===== config.mk =====
export PLATFORM = sky130hd
export DESIGN_NAME = wb_tgt_chk_log
export DESIGN_NICKNAME = d
export VERILOG_FILES = /design/src/rtl/wb_tgt_chk_pkg.sv /design/src/rtl/wb_tgt_chk_log.sv
export SDC_FILE = /design/constraint.sdc
export NUM_CORES = 1
export LEC_CHECK = 0
export CAP_MARGIN = 5
export CORE_ASPECT_RATIO = 1.1
export CORE_MARGIN = 2
export CORE_UTILIZATION = 43
export CTS_BUF_LIST = sky130_fd_sc_hd__clkbuf_8
export DETAILED_ROUTE_END_ITERATION = 16
export PLACE_DENSITY = 0.82
export SYNTH_ARGS = -nofsm -noshare
export SYNTH_HDL_FRONTEND = slang
export SYNTH_SLANG_ARGS = --single-unit

===== constraint.sdc =====
create_clock -name i_clk -period 1.8 [get_ports i_clk]
set_input_delay 0.27 -clock i_clk [delete_from_list [all_inputs] [get_ports i_clk]]
set_output_delay 0.27 -clock i_clk [all_outputs]
set_load 0.005 [all_outputs]

===== src/rtl/wb_tgt_chk_pkg.sv =====
// Shared definitions for the pipelined Wishbone target-port protocol checker:
// violation bit indices, checker state encoding and a priority helper.
package wb_tgt_chk_pkg;

  localparam int VIOL_WIDTH          = 7;
  localparam int VIOL_MULTI_TERM     = 0;
  localparam int VIOL_UNEXP_TERM     = 1;
  localparam int VIOL_CYC_DROP       = 2;
  localparam int VIOL_OVERFLOW       = 3;
  localparam int VIOL_STALL_UNSTABLE = 4;
  localparam int VIOL_TIMEOUT        = 5;
  localparam int VIOL_STB_NO_CYC     = 6;

  typedef enum logic [1:0] {
    IDLE    = 2'd0,
    ACTIVE  = 2'd1,
    PENDING = 2'd2
  } state_e;

  // Lowest set index wins, so bit 0 is the highest-priority violation.
  function automatic logic [2:0] lowest_viol(input logic [VIOL_WIDTH-1:0] v);
    lowest_viol = 3'd0;
    for (int i = VIOL_WIDTH - 1; i >= 0; i--) begin
      if (v[i]) lowest_viol = 3'(i);
    end
  endfunction

endpackage


===== src/rtl/wb_tgt_chk_log.sv =====
// Sticky violation log: per-bit flags, saturating count of violating cycles
// and first-violation capture. A violation coincident with clear survives it.
module wb_tgt_chk_log
  import wb_tgt_chk_pkg::*;
#(
  parameter int CNT_WIDTH = 8
) (
  input  logic                  i_clk,
  input  logic                  i_rst_n,
  input  logic                  i_clr,
  input  logic [VIOL_WIDTH-1:0] i_viol,
  output logic [VIOL_WIDTH-1:0] o_viol,
  output logic [CNT_WIDTH-1:0]  o_cnt,
  output logic [2:0]            o_first,
  output logic                  o_first_vld
);

  logic                  w_any;
  logic [VIOL_WIDTH-1:0] r_viol;
  logic [CNT_WIDTH-1:0]  r_cnt;
  logic [2:0]            r_first;
  logic                  r_first_vld;

  assign w_any = |i_viol;

  // NOTE: state updates use <= so every register samples pre-edge values.
  always_ff @(posedge i_clk or negedge i_rst_n) begin
    if (!i_rst_n) begin
      r_viol      <= '0;
      r_cnt       <= '0;
      r_first     <= '0;
      r_first_vld <= 1'b0;
    end else if (i_clr) begin
      r_viol      <= i_viol;
      r_cnt       <= CNT_WIDTH'(w_any);
      r_first     <= lowest_viol(i_viol);
      r_first_vld <= w_any;
    end else begin
      r_viol <= r_viol | i_viol;
      if (w_any && (r_cnt != '1)) r_cnt <= r_cnt + CNT_WIDTH'(1);
      if (w_any && !r_first_vld) begin
        r_first     <= lowest_viol(i_viol);
        r_first_vld <= 1'b1;
      end
    end
  end

  assign o_viol      = r_viol;
  assign o_cnt       = r_cnt;
  assign o_first     = r_first;
  assign o_first_vld = r_first_vld;

endmodule


==> results.py <==
metrics = {
    "die": {
        "num_rows": 17,
        "die_area_mm2": 0.00247,
        "num_io_pins": 29,
        "core_mm2": 0.00200,
        "die_w_um": 47.6,
        "start_util_pct": 44.9,
        "die_h_um": 51.9,
    },
    "synthesis": {
        "synth_fp_nets": 95,
        "yosysUniqueCellTypes": 28,
        "yosys_warnings": 0,
        "netlist_area_um2": 898,
        "synth_edf_count": 0,
        "ys_seq_elements": 19,
        "syn_area_per_cell_um2": 10.7,
        "ys_seq_area_share_pct": 52.9,
        "syn_inst": 84,
        "synthFlopType": "dfrtp_1",
        "synthArstFlopShare_pct": 100,
    },
    "status": {
        "status": "completed",
    },
    "routing": {
        "wl_um": 2030,
        "drtPass1Iterations": 5,
        "wl_per_cell_um": 12.9,
        "vias_per_cell": 5.17,
        "dr_total_vias": 812,
        "ant_nets": 0,
        "drc": 0,
        "drt_iter0_drc": 13,
    },
    "critical_path": {
        "r2r_setup_slack_ns": 0.16,
        "r2r_start": "o_cnt[1]",
        "critical_path.max_fanout": 10,
        "cp_data_arrival_time_ns": 1.83,
        "critPathRequiredTime_ns": 1.99,
        "worst_setup_path_start_kind": "register",
        "critical_path.startpoint": "o_cnt[1]",
        "crit_type": "reg2reg",
        "cp-end-kind": "register",
    },
    "final_layout": {
        "final_util_pct": 67.6,
        "fill_cells": 186,
        "final_cell_mix": "28 x clkdlybuf4s50_1, 19 x dfrtp_1, 15 x buf_4, 8 x a21oi_1, 6 x nor2_1",
        "areaGrowthSynthToFinish_pct": 50.6,
        "layout_commonest_cell": "clkdlybuf4s50_1",
        "antenna_cells": 0,
        "layout.nets": 141,
        "drive_gt1_share_pct": 19.4,
    },
    "grt": {
        "grt_pass1_wl_um": 3550,
        "grt_max_degree": 20,
        "grt_antenna_before_repair": 0,
        "grt-ovfl-total": 0,
        "grt.total_usage_pct": 20.2,
        "grt_pass1_vias": 847,
    },
    "placement": {
        "finalWeightedCongestion": 0.717,
        "io_buffers": 28,
        "post-place-ws_ns": -0.0947,
        "hpwl_um": 1620,
    },
    "power": {
        "max-vdd-ir-drop_uv": 534,
        "power_density_mw_per_mm2": 679,
        "p_leak_nw": 0.562,
    },
    "clock_tree": {
        "root_buffer": "clkbuf_8",
        "cts-buffers-inserted": 3,
        "cts.clk_slew.worst_paths_ns": 0.07,
        "cts_tree": "yes",
        "cts_buffer_depth": 2,
        "hold_buffers": 0,
        "htreeDepth": 1,
        "clkSinkCount": 19,
        "cts_resized": 0,
        "clock_latency_ns": 0.26,
        "cts_setup_buffers": 0,
    },
    "timing": {
        "fin_ws_ns": 0.159,
        "final-hold-violation-count": 0,
        "setup_viol": 0,
        "fmax_mhz": 609,
        "clock_skew_ns": 0.00590,
        "rsz0062_at_grt": "no",
        "fin_crit_ns": 1.64,
        "slew_viol_final": 0,
        "min_period_over_period_pct": 91.2,
        "slew-limit-headroom_pct": 72.9,
        "worst_pin_slew_ns": 0.404,
    },
    "flow_run": {
        "drv_cap": 0,
    },
    "hold_path": {
        "hp-class": "in2async",
    },
}
[critical path, stage by stage, from the launching register on]
cell and delay [ns]:
dfrtp_1 0.42, ha_1 0.20, nand3_1 0.12, o2bb2ai_2 0.15, or4_1 0.53, a21oi_1 0.15
[worst paths after layout]
path | to | cells past startpoint
hold reg to reg | o_viol[5] | 1
min in group i_clk | o_viol[5] | 1
hold / removal | o_cnt[5] | 2
setup / recovery | o_cnt[5] | 5
setup reg to reg | o_cnt[5] | 5
max in group asynchronous | o_first[0] | 2
[cell families after synthesis]
group                      synth area share (%)
AOI/OAI and AO/OA                          19.5
muxes                                      3.62
buffers and inverters                      3.34
DFF                                        52.9
and+or+nand+nor                            19.2
adders and majority gates                  1.39
[cell usage after synthesis, types with 2 or more instances]
library cell / instances / area, um2
a21oi_1: 8 / 40.0
or3_1: 3 / 18.8
inv_1: 2 / 7.51
a21o_2: 2 / 17.5
nand4_1: 2 / 12.5
nor2_1: 6 / 22.5
a211oi_1: 3 / 22.5
nor3_1: 3 / 15.0
dfrtp_1: 19 / 475
o21ai_0: 4 / 20.0
nor2b_1: 3 / 18.8
or4_1: 2 / 15.0
a21o_1: 5 / 37.5
nand2_1: 5 / 18.8
mux2_2: 2 / 22.5
nand3_1: 2 / 10.0
o31ai_1: 2 / 15.0
[area by class of cell]
cell class / instances / area [um2] / area share, %
flip-flops and latches: 19 / 475 / 35.2
multi-input cells: 60 / 393 / 29.0
repair buffers: 43 / 393 / 29.0
clock buffers: 3 / 41.3 / 3.05
well taps: 28 / 35.0 / 2.59
inverters: 3 / 11.3 / 0.833
clock inverters: 1 / 3.75 / 0.278
[layer usage]
metal / track usage (%) / vias to the layer above / share of wire, %
met2: 32.9 / 23 / 53
met3: 4.86 / 2 / 4.2
met5: 0 / - / 0
li1: - / 396 / -
met4: 8.11 / 0 / 1.1
met1: 25.0 / 391 / 41
[state kept, by name, summed over array words and instances, names as in the netlist]
| register | flops |
|---|---|
| o_cnt | 8 |
| o_viol | 7 |
| o_first | 3 |
| o_first_vld | 1 |
[report_power, final]
group,switching [mW],internal [mW]
Clock,0.136,0.152
Sequential,0.0164,0.451
Combinational,0.0636,0.100
Total,0.216,0.703
[through the flow]
stage	cells	area (um2)	setup TNS, ns	total power [mW]	hold WS (ns)
after global placement	153	1310	-0.135	0.636	0.461
final	157	1350	0	0.919	0.351
after global routing	157	1350	0	0.961	0.374
after detailed placement	153	1310	-0.364	0.641	0.467
after floorplan	84	898	0	0.524	-0.0256
after CTS	157	1350	0	0.928	0.349
(Power assumes the default switching activity.)
